## src/rtl/mem_port_arbiter.sv

```systemverilog
// Arbitrates one single-port memory between instruction fetch and load/store traffic,
// one transaction at a time, with store lane steering, load extension and a watchdog.
module mem_port_arbiter #(
    parameter int ADDR_W  = 32,
    parameter int TIMEOUT = 255
) (
    input  logic              clk,
    input  logic              rst_n,
    input  logic              if_req,
    input  logic [ADDR_W-1:0] if_addr,
    output logic              if_gnt,
    output logic              if_rvalid,
    output logic [31:0]       if_rdata,
    input  logic              dm_req,
    input  logic              dm_we,
    input  logic [2:0]        dm_size,
    input  logic [ADDR_W-1:0] dm_addr,
    input  logic [31:0]       dm_wdata,
    output logic              dm_gnt,
    output logic              dm_err,
    output logic              dm_rvalid,
    output logic [31:0]       dm_rdata,
    output logic              mem_req,
    output logic              mem_we,
    output logic [ADDR_W-1:0] mem_addr,
    output logic [3:0]        mem_be,
    output logic [31:0]       mem_wdata,
    input  logic              mem_ready,
    input  logic              mem_rvalid,
    input  logic [31:0]       mem_rdata,
    output logic              err_timeout
);
    typedef enum logic [1:0] {IDLE, REQ, RESP, DONE} state_t;

    localparam logic [15:0]       WD_LAST   = 16'(TIMEOUT - 1);
    localparam logic [ADDR_W-1:0] WORD_MASK = ~ADDR_W'(3);

    state_t      state;
    logic        owner_dm;
    logic        lat_we;
    logic [2:0]  lat_size;
    logic [1:0]  lat_a;
    logic [15:0] wd_cnt;

    logic        dm_legal;
    logic [3:0]  st_be;
    logic [31:0] st_wdata;
    logic [31:0] lane;
    logic [31:0] ld_ext;

    always_comb begin
        dm_legal = 1'b0;
        case (dm_size)
            3'b000, 3'b100: dm_legal = 1'b1;
            3'b001, 3'b101: dm_legal = ~dm_addr[0];
            3'b010:         dm_legal = (dm_addr[1:0] == 2'b00);
            default:        dm_legal = 1'b0;
        endcase
    end

    // Data port wins in IDLE; an illegal data request still blocks fetch that cycle.
    assign dm_gnt = (state == IDLE) && dm_req && dm_legal;
    assign dm_err = (state == IDLE) && dm_req && !dm_legal;
    assign if_gnt = (state == IDLE) && !dm_req && if_req;

    always_comb begin
        st_be    = 4'b1111;
        st_wdata = 32'h0;
        if (dm_we) begin
            case (dm_size[1:0])
                2'b00: begin
                    st_be    = 4'b0001 << dm_addr[1:0];
                    st_wdata = {4{dm_wdata[7:0]}};
                end
                2'b01: begin
                    st_be    = 4'b0011 << dm_addr[1:0];
                    st_wdata = {2{dm_wdata[15:0]}};
                end
                default: begin
                    st_be    = 4'b1111;
                    st_wdata = dm_wdata;
                end
            endcase
        end
    end

    always_comb begin
        lane   = mem_rdata >> {lat_a, 3'b000};
        ld_ext = lane;
        case (lat_size)
            3'b000:  ld_ext = {{24{lane[7]}}, lane[7:0]};
            3'b001:  ld_ext = {{16{lane[15]}}, lane[15:0]};
            3'b100:  ld_ext = {24'h0, lane[7:0]};
            3'b101:  ld_ext = {16'h0, lane[15:0]};
            default: ld_ext = lane;
        endcase
    end

    always_ff @(posedge clk or negedge rst_n) begin
        if (!rst_n) begin
            state       <= IDLE;
            owner_dm    <= 1'b0;
            lat_we      <= 1'b0;
            lat_size    <= 3'b000;
            lat_a       <= 2'b00;
            wd_cnt      <= 16'h0;
            mem_req     <= 1'b0;
            mem_we      <= 1'b0;
            mem_addr    <= '0;
            mem_be      <= 4'h0;
            mem_wdata   <= 32'h0;
            if_rvalid   <= 1'b0;
            if_rdata    <= 32'h0;
            dm_rvalid   <= 1'b0;
            dm_rdata    <= 32'h0;
            err_timeout <= 1'b0;
        end else begin
            case (state)
                IDLE: begin
                    if (dm_gnt) begin
                        owner_dm  <= 1'b1;
                        lat_we    <= dm_we;
                        lat_size  <= dm_size;
                        lat_a     <= dm_addr[1:0];
                        mem_req   <= 1'b1;
                        mem_we    <= dm_we;
                        mem_addr  <= dm_addr & WORD_MASK;
                        mem_be    <= st_be;
                        mem_wdata <= st_wdata;
                        wd_cnt    <= 16'h0;
                        state     <= REQ;
                    end else if (if_gnt) begin
                        owner_dm  <= 1'b0;
                        lat_we    <= 1'b0;
                        lat_size  <= 3'b010;
                        lat_a     <= 2'b00;
                        mem_req   <= 1'b1;
                        mem_we    <= 1'b0;
                        mem_addr  <= if_addr & WORD_MASK;
                        mem_be    <= 4'b1111;
                        mem_wdata <= 32'h0;
                        wd_cnt    <= 16'h0;
                        state     <= REQ;
                    end
                end
                REQ, RESP: begin
                    // Watchdog abort takes precedence; rdata registers are already 0 here.
                    if (wd_cnt == WD_LAST) begin
                        err_timeout <= 1'b1;
                        mem_req     <= 1'b0;
                        if (owner_dm) dm_rvalid <= 1'b1;
                        else          if_rvalid <= 1'b1;
                        state       <= DONE;
                    end else begin
                        wd_cnt <= wd_cnt + 16'h1;
                        if (state == REQ && mem_ready) begin
                            mem_req <= 1'b0;
                            state   <= RESP;
                        end else if (state == RESP && mem_rvalid) begin
                            if (owner_dm) begin
                                dm_rvalid <= 1'b1;
                                dm_rdata  <= lat_we ? 32'h0 : ld_ext;
                            end else begin
                                if_rvalid <= 1'b1;
                                if_rdata  <= mem_rdata;
                            end
                            state <= DONE;
                        end
                    end
                end
                DONE: begin
                    if_rvalid <= 1'b0;
                    dm_rvalid <= 1'b0;
                    if_rdata  <= 32'h0;
                    dm_rdata  <= 32'h0;
                    state     <= IDLE;
                end
                default: state <= IDLE;
            endcase
        end
    end
endmodule

```

## config.mk

```make
export PLATFORM = sky130hd
export DESIGN_NAME = mem_port_arbiter
export DESIGN_NICKNAME = d
export VERILOG_FILES = /design/src/rtl/mem_port_arbiter.sv
export SDC_FILE = /design/constraint.sdc
export NUM_CORES = 1
export LEC_CHECK = 0
export BUFFER_PORTS_ARGS = -buffer_cell sky130_fd_sc_hd__buf_2
export CORE_MARGIN = 2
export CORE_UTILIZATION = 45
export CTS_CLUSTER_SIZE = 24
export DETAILED_ROUTE_END_ITERATION = 8
export GPL_TIMING_DRIVEN = 0
export PLACE_DENSITY = 0.76
export RECOVER_POWER = 50
export SYNTH_ARGS = -nofsm -noshare
export SYNTH_HDL_FRONTEND = slang
export SYNTH_SLANG_ARGS = --single-unit
export TNS_END_PERCENT = 50
```

## constraint.sdc

```tcl
create_clock -name clk -period 2.2 [get_ports clk]
set_input_delay 0 -clock clk [delete_from_list [all_inputs] [get_ports clk]]
set_output_delay 0 -clock clk [all_outputs]
set_load 0.005 [all_outputs]
```

==> results of run 1 <==
[worst max-delay path: cells and delay by family (launching register included)]
kind	cells	cell delay [ns]
buffers and inverters	3	0.36
flip-flops	1	0.38
adder cells (fa/ha/maj)	1	0.16
AND/OR/NAND/NOR	3	0.78
multiplexers	1	0.30
AO/OA/AOI/OAI	1	0.15
[cell type report]
type,instances,area (sq um)
Sequential cell,159,3979
Fill cell,1111,4890
Multi-Input combinational cell,479,3675
Timing Repair Buffer,419,2736
Clock buffer,19,442.9
Inverter,44,167.7
Buffer,53,347.8
Tap cell,220,275.3
Clock inverter,13,128.9
[kinds of logic (layout without fill, tap and decap cells)]
logic type / after synthesis / after routing / synth area share [%]
compound gates: 206 / 206 / 19.23
xor+xnor: 3 / 3 / 0.3411
fa+ha+maj: 6 / 6 / 0.9743
buf+inv: 99 / 548 / 5.456
flops: 159 / 159 / 51.64
mux: 76 / 76 / 10.47
other cells: 1 / 2 / 0.04867
simple gates: 186 / 186 / 11.84
[stage by stage]
step	TNS, ns	utilization (%)	setup slack [ns]
final	-1.344	70.62	-0.07150
after detailed placement	-22.07	56.39	-0.4306
after CTS	-2.352	68.90	-0.08424
after floorplan	-0.2246	-	-0.008054
after global routing	-3.997	70.62	-0.1379
after global placement	-219.40	56.17	-1.276
[worst max-delay path by stage]
| stage | startpoint | end | slack, ns | depth (start not counted) |
|---|---|---|---|---|
| floorplan | wd_cnt[0] | if_rdata[0] | -0.008 | 8 |
| global placement | rst_n | dm_rdata[0] | -1.28 | 1 |
| detailed placement | state[0] | wd_cnt[7] | -0.43 | 11 |
| CTS | wd_cnt[0] | if_rdata[17] | -0.08 | 9 |
| global route | wd_cnt[0] | if_rdata[17] | -0.14 | 9 |
| finish | wd_cnt[0] | if_rdata[17] | -0.07 | 9 |
[registers in the layout, indices dropped and copies added (netlist names)]
name	count
mem_wdata	32
mem_addr	30
lat_size	3
dm_rdata	32
mem_req	1
lat_a	2
if_rvalid	1
if_rdata	32
err_timeout	1
owner_dm	1
mem_be	4
lat_we	1
dm_rvalid	1
state	2
wd_cnt	16
[power breakdown]
| group | switching, W | total, W | internal (W) |
|---|---|---|---|
| Combinational | 0.00472 | 0.00883 | 0.00411 |
| Clock | 0.00130 | 0.00291 | 0.00161 |
| Sequential | 0.000763 | 0.00490 | 0.00413 |
| Total | 0.00678 | 0.0166 | 0.00985 |
[per-layer routing]
layer / vias up / routed length (microns) / share of wire, % / global-route usage [%]
met5: - / 0 / 0 / 0
met4: 0 / 1694 / 5.6 / 17.25
met3: 150 / 2831 / 9.3 / 6.607
met2: 613 / 14730 / 48 / 54.20
met1: 4017 / 11190 / 37 / 40.20
li1: 3553 / - / - / -
[cell usage in the layout, fill, tap and decap left out, types with 9 or more instances in the layout]
master	synthesis	final
sky130_fd_sc_hd__buf_2	15	189
sky130_fd_sc_hd__dfrtp_1	159	159
sky130_fd_sc_hd__dlygate4sd3_1	0	125
sky130_fd_sc_hd__clkbuf_1	32	108
sky130_fd_sc_hd__nand2_1	79	77
sky130_fd_sc_hd__o21ai_0	52	52
sky130_fd_sc_hd__mux2i_1	42	42
sky130_fd_sc_hd__nor2b_1	43	42
sky130_fd_sc_hd__inv_1	43	39
sky130_fd_sc_hd__a21oi_1	31	30
sky130_fd_sc_hd__a222oi_1	30	30
sky130_fd_sc_hd__a22o_1	29	29
sky130_fd_sc_hd__mux2_4	1	28
sky130_fd_sc_hd__buf_4	4	23
sky130_fd_sc_hd__nor2_1	24	22
sky130_fd_sc_hd__clkbuf_16	0	19
sky130_fd_sc_hd__clkbuf_2	0	11
sky130_fd_sc_hd__o31ai_1	14	11
sky130_fd_sc_hd__a21o_1	10	10
sky130_fd_sc_hd__a211oi_1	9	9
[what timing repair did]
| action | in CTS | in global routing |
|---|---|---|
| hold endpoints to repair | 165 | 0 |
| setup buffers | 6 | 13 |
| gates resized for setup | 58 | 77 |
| pin swaps | 4 | 9 |
| cloned | 1 | 2 |
| endpoints found under the setup margin | 85 | 133 |
| hold buffers | 125 | 0 |
==> impl_metrics.tcl, run 1 <==
set metrics [dict create \
    yosysSeqAreaShare_pct 51.64 \
    worst_slew_pin_slew_ns 1.656 \
    skew_ns 0.008448 \
    htree_levels 4 \
    timing.hold.worst_path_depth 3 \
    dpl.hpwl_microns 18390 \
    port_buffers 271 \
    drt_first_pass_iters 8 \
    netlist-cell-type-count 55 \
    final_cell_area_sq_mm 0.01175 \
    dieArea_sq_mm 0.01818 \
    route.vias.total 8333 \
    leftover_overflow_at_the_end_of_global_routing 0 \
    synth_area_per_cell_sq_um 10.47 \
    stdcell_count 1406 \
    synthTopCellsByCount "sky130_fd_sc_hd__dfrtp_1, sky130_fd_sc_hd__nand2_1, sky130_fd_sc_hd__o21ai_0" \
    maximum_number_of_pins_on_one_net_before_global_route_repair 97 \
    num_antenna_cells 0 \
    max_freq_ghz 0.4402 \
    grt_antenna_before_repair 0 \
    vias_per_cell 5.927 \
    design.core.area_sq_mm 0.01664 \
    cts.sink_count 159 \
    yosys-top-cells-area "sky130_fd_sc_hd__dfrtp_1, sky130_fd_sc_hd__mux2i_1, sky130_fd_sc_hd__mux2_2, sky130_fd_sc_hd__a222oi_1, sky130_fd_sc_hd__nand2_1" \
    area_growth_syn_to_layout_pct 52.53 \
    timing.reg2reg.setup_slack_ns -0.07 \
    clk_path_buf_depth 2 \
    placed_cells_incl_taps 1229 \
    power_density_mw_per_mm2 1415 \
    report.final.slew_viol_count 64 \
    rsz0062_at_grt "yes" \
    cp-end-kind "flip-flop" \
    clk_latency_ns 0.43 \
    postLayoutSetupSlackWorst_ns -0.07150 \
    dr.first_iter.drc_count 972 \
    cap_viol_max_count 1 \
    global_route_total_usage_across_every_layer_pct 32.62 \
    detail_route.wirelength_microns 30440 \
    placed_area_sq_mm 0.009385 \
    cts_tree "yes" \
    cp_cell_sequence "inv_2, ha_2, and4b_1, and4_4, or3_4, a21oi_4, buf_12, clkbuf_16, mux2_4" \
    critPathKind "flip-flop to flip-flop" \
    num-nets-final 1317 \
    worst_r2r_end "if_rdata[17]" \
    synth_edf_count 0 \
    ys_async_sr_fraction_pct 100.0 \
    worst_path_largest_cell_delay_ns 0.38 \
    path_clk_slew_ns 0.07 \
    post_route_cells_drive_above_1_share_pct 28.67 \
    shortest_period_the_worst_path_allows_ns 2.271 \
    num_cts_buffers 17 \
    initial_standard_cell_utilization_of_the_core_pct 46.30 \
    drt-wirelength-per-cell_microns 21.65 \
    critical_path.reg2reg.startpoint "wd_cnt[0]" \
    globalplace.congestion 0.9334 \
    netlist.top_cell.by_area "sky130_fd_sc_hd__dfrtp_1" \
    synthCells 736 \
    grt_pass1_wl_microns 45680 \
    hold_ws_ns 0.01319 \
    irDropWorstVdd_v 0.0007201 \
    synth.cell_area_sq_mm 0.007705 \
    timing.final.hold_violations 0 \
    post_route_drc 0 \
    std_cell_rows 47 \
    ys.warnings.count 0 \
    holdCritStartpoint "dm_we" \
    r2r_cells 9 \
    relSlewSlack_pct -10.43 \
    power_leakage_nw 5.686 \
    drt.antenna.violating_nets 0 \
    postSynthRegisterBits 159 \
    finalSetupViolations 32 \
    violations_in_the_final_reports "max-capacitance violations, max-slew violations, negative setup slack" \
    fp.dieH_microns 134.9 \
    synthMostInstantiatedCell "sky130_fd_sc_hd__dfrtp_1" \
    cp_data_required_time_ns 2.51 \
    yosysTopAreaCellShare_pct 51.64 \
    slowest_stage "sky130_fd_sc_hd__dfrtp_1" \
    cp_data_arrival_time_ns 2.58 \
    timing.critical_path.from_type "flip-flop" \
    outcome "finished with violations" \
    number_of_global_route_vias_before_repair 8187 \
    yosys_most_used_dff "sky130_fd_sc_hd__dfrtp_1" \
    floorplan.io_pins 278 \
    critical_path_maximum_fanout 7 \
    die_width_microns 134.9 \
    totalPowerFinal_w 0.01663 \
    hold_end "mem_wdata[10]" \
    cts_root_buf "sky130_fd_sc_hd__clkbuf_16" \
    worstHoldPathType "input pin to flip-flop" \
    post-route-period-util_pct 103.2 \
]
(Power assumes the default switching activity.)
==> run 2: changes to the inputs <==
--- a/config.mk
+++ b/config.mk
@@ -7,11 +7,11 @@
 export LEC_CHECK = 0
 export BUFFER_PORTS_ARGS = -buffer_cell sky130_fd_sc_hd__buf_2
 export CORE_MARGIN = 2
-export CORE_UTILIZATION = 45
+export CORE_UTILIZATION = 50
 export CTS_CLUSTER_SIZE = 24
 export DETAILED_ROUTE_END_ITERATION = 8
 export GPL_TIMING_DRIVEN = 0
-export PLACE_DENSITY = 0.76
+export PLACE_DENSITY = 0.8
 export RECOVER_POWER = 50
 export SYNTH_ARGS = -nofsm -noshare
 export SYNTH_HDL_FRONTEND = slang
==> constraint.sdc (replaced) <==
create_clock -name clk -period 2.38 [get_ports clk]
set_input_delay 0 -clock clk [delete_from_list [all_inputs] [get_ports clk]]
set_output_delay 0 -clock clk [all_outputs]
set_load 0.005 [all_outputs]
==> run 2 against run 1 <==
The run ends with design-rule violations, negative setup slack left. Non-clock buffer count is 6 lower. Register-to-register slack improved by 0.09 ns. Utilization is 4.6 points higher. Clock skew is 0.0022 ns higher. Wire length is 6.7% higher. Clock power fell by 4%. Largest power group unchanged.
==> impl_metrics.tcl, run 2 (synthesis gave the netlist of run 1 again) <==
set metrics [dict create \
    path_clk_slew_ns 0.06 \
    cp-end-kind "flip-flop" \
    finalSetupViolations 47 \
    floorplan.io_pins 278 \
    drt_first_pass_iters 9 \
    outcome "finished with violations" \
    postLayoutSetupSlackWorst_ns -0.2056 \
    die_width_microns 128.1 \
    grt_antenna_before_repair 1 \
    r2r_cells 9 \
    cp_data_arrival_time_ns 2.88 \
    commonest_non_fill_non_tap_cell_in_the_layout "sky130_fd_sc_hd__buf_2" \
    timing.reg2reg.setup_slack_ns 0.02 \
    grt_pass1_wl_microns 46730 \
    violations_in_the_final_reports "design-rule violations, negative setup slack" \
    placed_cells_incl_taps 1197 \
    cts.sink_count 159 \
    power_density_mw_per_mm2 1297 \
    design.core.area_sq_mm 0.01515 \
    dr.first_iter.drc_count 1387 \
    maximum_number_of_pins_on_one_net_before_global_route_repair 113 \
    timing.final.hold_violations 0 \
    dpl.hpwl_microns 18090 \
    holdCritStartpoint "mem_rdata[15]" \
    skew_ns 0.01062 \
    post_route_drc 25 \
    stdcell_count 1369 \
    htree_levels 4 \
    worst_path_largest_cell_delay_ns 0.96 \
    timing.critical_path.max_delay_family "buffers and inverters" \
    post-route-period-util_pct 108.6 \
    max_freq_ghz 0.3868 \
    layout_filler_cell_count 956 \
    drt-wirelength-per-cell_microns 23.73 \
    power_leakage_nw 5.494 \
    port_buffers 271 \
    num-nets-final 1311 \
    drt.antenna.violating_nets 0 \
    number_of_global_route_vias_before_repair 8601 \
    clk_latency_ns 0.44 \
    num_cts_buffers 17 \
    final_cell_area_sq_mm 0.01139 \
    relSlewSlack_pct 20.00 \
    route.vias.total 8693 \
    report.final.slew_viol_count 0 \
    critical_path.reg2reg.startpoint "wd_cnt[0]" \
    rsz0062_at_grt "yes" \
    finish.utilization_pct 75.18 \
    critical_path.n_buffers_inverters 4 \
    cts_root_buf "sky130_fd_sc_hd__clkbuf_16" \
    dieArea_sq_mm 0.01642 \
    final_cell_mix "sky130_fd_sc_hd__buf_2, sky130_fd_sc_hd__dfrtp_1, sky130_fd_sc_hd__dlygate4sd3_1, sky130_fd_sc_hd__clkbuf_1, sky130_fd_sc_hd__nand2_1" \
    cap_viol_max_count 0 \
    biggestRegsByFlops "dm_rdata x32, if_rdata x32, mem_wdata x32" \
    shortest_period_the_worst_path_allows_ns 2.586 \
    timing.hold.worst_path_depth 3 \
    placed_area_sq_mm 0.009338 \
    post-place-ws_ns -0.2617 \
    std_cell_rows 45 \
    worstHoldPathType "input pin to flip-flop" \
    vias_per_cell 6.350 \
    hold_end "if_rdata[15]" \
    worst_r2r_end "if_rdata[15]" \
    worst_slew_pin_slew_ns 1.200 \
    globalplace.congestion 0.9222 \
    irDropWorstVdd_v 0.0007281 \
    slowest_stage "sky130_fd_sc_hd__nor4_1" \
    cts_tree "yes" \
    critPathKind "input pin to flip-flop" \
    area_growth_syn_to_layout_pct 47.79 \
    totalPowerFinal_w 0.01477 \
    critical_path_maximum_fanout 10 \
    clk_path_buf_depth 2 \
    fp.dieH_microns 128.1 \
    cp_cell_sequence "dlygate4sd3_1, buf_2, nor4_1, o311ai_2, clkbuf_1, a222oi_1, inv_1" \
    initial_standard_cell_utilization_of_the_core_pct 50.87 \
    global_route_total_usage_across_every_layer_pct 37.50 \
    cp_data_required_time_ns 2.67 \
    timing.critical_path.from_type "input pin" \
    detail_route.wirelength_microns 32480 \
    post_route_cells_drive_above_1_share_pct 25.59 \
    leftover_overflow_at_the_end_of_global_routing 0 \
]
run 2: changes by cell type in the layout (fill, tap and decap cells not counted), moves of 4 or more:
| cell | delta |
|---|---|
| sky130_fd_sc_hd__buf_4 | -10 |
| sky130_fd_sc_hd__buf_8 | -4 |
| sky130_fd_sc_hd__a2111oi_4 | -4 |
| sky130_fd_sc_hd__clkbuf_1 | +15 |
| sky130_fd_sc_hd__buf_2 | -7 |
| sky130_fd_sc_hd__mux2_2 | +27 |
| sky130_fd_sc_hd__a2111oi_2 | +4 |
| sky130_fd_sc_hd__clkbuf_2 | -6 |
| sky130_fd_sc_hd__mux2_4 | -27 |
run 2: worst max-delay path by stage:
stage,from,to,cells past startpoint
after floorplan,wd_cnt[0],if_rdata[0],8
after global placement,rst_n,mem_wdata[21],1
final,dm_addr[1],mem_addr[9],7
after CTS,wd_cnt[0],if_rdata[30],8
after global routing,dm_addr[1],mem_addr[24],7
after detailed placement,wd_cnt[0],dm_rdata[6],8
run 2: final cells by class:
| type | instances | area (sq um) | area share, % |
|---|---|---|---|
| buffer | 55 | 326.6 | 2.868 |
| multi-input combinational | 479 | 3438 | 30.19 |
| inverter | 44 | 165.2 | 1.450 |
| clock inverter | 14 | 157.7 | 1.384 |
| clock buffer | 18 | 439.2 | 3.857 |
| antenna | 1 | 2.502 | 0.02198 |
| timing repair buffer | 411 | 2644 | 23.22 |
| tap | 188 | 235.2 | 2.066 |
| sequential | 159 | 3979 | 34.94 |
run 2: timing repair:
action	CTS	global route
cloned	0	2
pin swaps	0	3
setup endpoints to repair	68	105
setup buffers	1	8
gates resized for setup	27	35
endpoints found under the hold margin	258	0
hold buffers	128	0
run 2: power breakdown:
| part | total, W | internal (W) | switching, W |
|---|---|---|---|
| sequential | 0.00458 | 0.00382 | 0.000763 |
| clock | 0.00280 | 0.00159 | 0.00121 |
| combinational | 0.00738 | 0.00322 | 0.00416 |
run 2: layer usage:
layer	track usage [%]	up-vias	routed length (microns)
li1	-	3534	-
met1	44.87	4051	11180
met2	60.52	858	14740
met3	8.765	250	3697
met4	25.27	0	2857
met5	0	-	0
run 2: through the flow:
stage	setup TNS (ns)	hold WS [ns]
after floorplan	0	-0.2956
after global placement	-177.10	0.2287
after detailed placement	-9.092	-0.07377
after CTS	-1.849	0.001497
after global routing	-4.729	0.01035
final	-5.159	0.01631
run 2: tightest hold or removal path, stage by stage:
cell                      delay, ns
sky130_fd_sc_hd__buf_2         0.12
sky130_fd_sc_hd__nor2b_1       0.13
sky130_fd_sc_hd__mux2_2        0.16
==> run 3: changes to the inputs <==
--- a/config.mk
+++ b/config.mk
@@ -5,7 +5,9 @@
 export SDC_FILE = /design/constraint.sdc
 export NUM_CORES = 1
 export LEC_CHECK = 0
+export ABC_AREA = 1
 export BUFFER_PORTS_ARGS = -buffer_cell sky130_fd_sc_hd__buf_2
+export CORE_ASPECT_RATIO = 1.5
 export CORE_MARGIN = 2
 export CORE_UTILIZATION = 50
 export CTS_CLUSTER_SIZE = 24
==> run 3 against run 2 <==
Sequential power down 2%. Wire length down 7.8%. Clock skew up 0.0056 ns. Highest routed layer unchanged. Critical path type is now flip-flop to flip-flop. The flow now finishes without violations. Maximum frequency up 17%.
==> impl_metrics.tcl, run 3 <==
set metrics [dict create \
    num_antenna_cells 0 \
    rsz0062_at_grt "no" \
    vias_per_cell 5.457 \
    synth_area_per_cell_sq_um 7.711 \
    post_route_drc 0 \
    cts_tree "yes" \
    yosys_most_used_dff "sky130_fd_sc_hd__dfrtp_1" \
    biggestRegsByFlops "dm_rdata x32, if_rdata x32, mem_wdata x32" \
    num_cts_buffers 17 \
    detail_route.wirelength_microns 29960 \
    fp.dieH_microns 160.4 \
    placed_area_sq_mm 0.009818 \
    route.vias.total 9287 \
    setup_tns_ns 0 \
    synthCells 1058 \
    timing.critical_path.from_type "flip-flop" \
    ys.warnings.count 0 \
    final_cell_area_sq_mm 0.01158 \
    irDropWorstVdd_v 0.0006523 \
    floorplan.io_pins 278 \
    power_density_mw_per_mm2 1209 \
    grt_antenna_before_repair 0 \
    timing.reg2reg.setup_slack_ns 0.16 \
    max_freq_ghz 0.4508 \
    relSlewSlack_pct 16.84 \
    timing.final.hold_violations 0 \
    drt-wirelength-per-cell_microns 17.60 \
    report.final.slew_viol_count 0 \
    grt_pass1_wl_microns 47430 \
    path_clk_slew_ns 0.07 \
    worstHoldPathType "input pin to flip-flop" \
    synthTopCellsByCount "sky130_fd_sc_hd__nand2_1, sky130_fd_sc_hd__dfrtp_1, sky130_fd_sc_hd__nand3_1" \
    layout_filler_cell_count 1225 \
    cp_data_arrival_time_ns 2.49 \
    power_leakage_nw 5.914 \
    final_cell_mix "sky130_fd_sc_hd__nand2_1, sky130_fd_sc_hd__buf_2, sky130_fd_sc_hd__dfrtp_1, sky130_fd_sc_hd__dlygate4sd3_1, sky130_fd_sc_hd__clkbuf_1" \
    die_width_microns 108.3 \
    dpl.hpwl_microns 18960 \
    drt.antenna.violating_nets 0 \
    ys_async_sr_fraction_pct 100.0 \
    cts_root_buf "sky130_fd_sc_hd__clkbuf_16" \
    hold_ws_ns 0.01012 \
    dr.first_iter.drc_count 666 \
    globalplace.congestion 0.9451 \
    maximum_number_of_pins_on_one_net_before_global_route_repair 90 \
    postSynthRegisterBits 159 \
    number_of_global_route_vias_before_repair 9408 \
    post_route_cells_drive_above_1_share_pct 20.92 \
    worst_slew_pin_slew_ns 1.247 \
    synth_edf_count 0 \
    critical_path_maximum_fanout 10 \
    clk_latency_ns 0.43 \
    shortest_period_the_worst_path_allows_ns 2.218 \
    cts.sink_count 159 \
    std_cell_rows 57 \
    yosys-top-cells-area "sky130_fd_sc_hd__dfrtp_1, sky130_fd_sc_hd__nand2_1, sky130_fd_sc_hd__nand3_1, sky130_fd_sc_hd__o21ai_0, sky130_fd_sc_hd__o21ai_2" \
    clk_path_buf_depth 2 \
    initial_standard_cell_utilization_of_the_core_pct 50.61 \
    skew_ns 0.01624 \
    global_route_total_usage_across_every_layer_pct 35.08 \
    commonest_non_fill_non_tap_cell_in_the_layout "sky130_fd_sc_hd__nand2_1" \
    synthMostInstantiatedCell "sky130_fd_sc_hd__nand2_1" \
    leftover_overflow_at_the_end_of_global_routing 0 \
    netlist.top_cell.by_area "sky130_fd_sc_hd__dfrtp_1" \
    yosysSeqAreaShare_pct 48.77 \
    outcome "finished, final reports clean" \
    cp-end-kind "flip-flop" \
    cts.repair_timing.setup_buffer_count 0 \
    dieArea_sq_mm 0.01737 \
    port_buffers 272 \
    post-route-period-util_pct 93.20 \
    yosysTopAreaCellShare_pct 48.77 \
    critPathKind "flip-flop to flip-flop" \
    num-nets-final 1627 \
    netlist-cell-type-count 36 \
    htree_levels 4 \
    drt_first_pass_iters 6 \
    finalSetupViolations 0 \
    design.core.area_sq_mm 0.01612 \
    cp_data_required_time_ns 2.65 \
    area_growth_syn_to_layout_pct 41.99 \
    cap_viol_max_count 0 \
    synth.cell_area_sq_mm 0.008158 \
]
==> run 3: cell count changes after synthesis, moves of 13 or more <==
cell                       delta
sky130_fd_sc_hd__a222oi_1    -30
sky130_fd_sc_hd__a22o_1      -29
sky130_fd_sc_hd__clkbuf_1    -14
sky130_fd_sc_hd__inv_1       +17
sky130_fd_sc_hd__mux2_2      -32
sky130_fd_sc_hd__mux2i_1     -42
sky130_fd_sc_hd__nand2_1    +325
sky130_fd_sc_hd__nand3_1     +87
sky130_fd_sc_hd__nor2_1      +34
sky130_fd_sc_hd__nor2b_1     -43
sky130_fd_sc_hd__o21ai_0     +13
sky130_fd_sc_hd__o21ai_1     +41
sky130_fd_sc_hd__o21ai_2     +27
sky130_fd_sc_hd__o31ai_1     -14
==> run 3: stage by stage <==
step / util, % / worst slack (ns) / power (W) / instances
2_1_floorplan: - / 0.6279 / 0.008672 / 1059
3_3_place_gp: 60.68 / -1.079 / 0.01085 / 1537
3_5_place_dp: 60.91 / 0.2086 / 0.01104 / 1538
4_1_cts: 72.51 / 0.04199 / 0.01385 / 1702
5_1_grt: 71.87 / 0.004362 / 0.01499 / 1702
6_report: 71.87 / 0.1619 / 0.01400 / 1702
==> run 3: power breakdown <==
group	internal, W	switching [W]
clock network	0.00139	0.00123
registers	0.00379	0.000715
logic	0.00255	0.00434
==> run 3: cell type report <==
| cell class | count | area, sq um | share of cell area [%] |
|---|---|---|---|
| Sequential cell | 159 | 3979 | 34.35 |
| Multi-Input combinational cell | 773 | 3580 | 30.90 |
| Timing Repair Buffer | 405 | 2613 | 22.55 |
| Clock buffer | 19 | 442.9 | 3.824 |
| Buffer | 57 | 344.1 | 2.970 |
| Inverter | 70 | 262.8 | 2.268 |
| Tap cell | 206 | 257.7 | 2.225 |
| Clock inverter | 13 | 105.1 | 0.9073 |
==> run 3: timing repair <==
item / in CTS / in global routing
hold endpoints to repair: 187 / 0
gates resized for setup: 0 / 3
setup endpoints to repair: 0 / 4
hold buffers: 132 / 0
==> run 3: cells by family (layout without fill, tap and decap cells) <==
| logic type | after synthesis | count (layout) | share of synthesized area (%) |
|---|---|---|---|
| XOR/XNOR | 5 | 5 | 0.5369 |
| flip-flops | 159 | 159 | 48.77 |
| buffers and inverters | 127 | 564 | 7.423 |
| adder cells (fa/ha/maj) | 6 | 6 | 0.9202 |
| other | 1 | 2 | 0.04597 |
| AND/OR/NAND/NOR | 582 | 582 | 29.54 |
| AO/OA/AOI/OAI | 178 | 178 | 12.76 |
==> run 3: path summary, 6_finish.rpt <==
check,from,end,cells after the start
worst max-delay path,state[0],mem_addr[4],10
worst min-delay path,dm_we,mem_wdata[14],5
worst max register to register,state[0],mem_addr[4],10
worst min register to register,dm_rdata[11],dm_rdata[11],2
max in group asynchronous,rst_n,mem_addr[27],3
min in group asynchronous,rst_n,mem_wdata[6],2
==> run 3: critical path, cell delays in order (launching register included) <==
cell and delay [ns]:
sky130_fd_sc_hd__dfrtp_1 0.42, sky130_fd_sc_hd__inv_1 0.10, sky130_fd_sc_hd__ha_2 0.25, sky130_fd_sc_hd__nand2_1 0.06
sky130_fd_sc_hd__nor2_1 0.37, sky130_fd_sc_hd__inv_2 0.14, sky130_fd_sc_hd__nand2_4 0.17, sky130_fd_sc_hd__inv_2 0.13
sky130_fd_sc_hd__buf_2 0.22, sky130_fd_sc_hd__nand2_1 0.09, sky130_fd_sc_hd__nand3_1 0.13
==> run 3: metal layers <==
metal	track usage, %	up-vias	part of all wire [%]
met2	61.09	597	51
met5	0	-	0
met3	6.818	154	7.5
li1	-	4269	-
met1	38.73	4267	35
met4	21.56	0	6.6
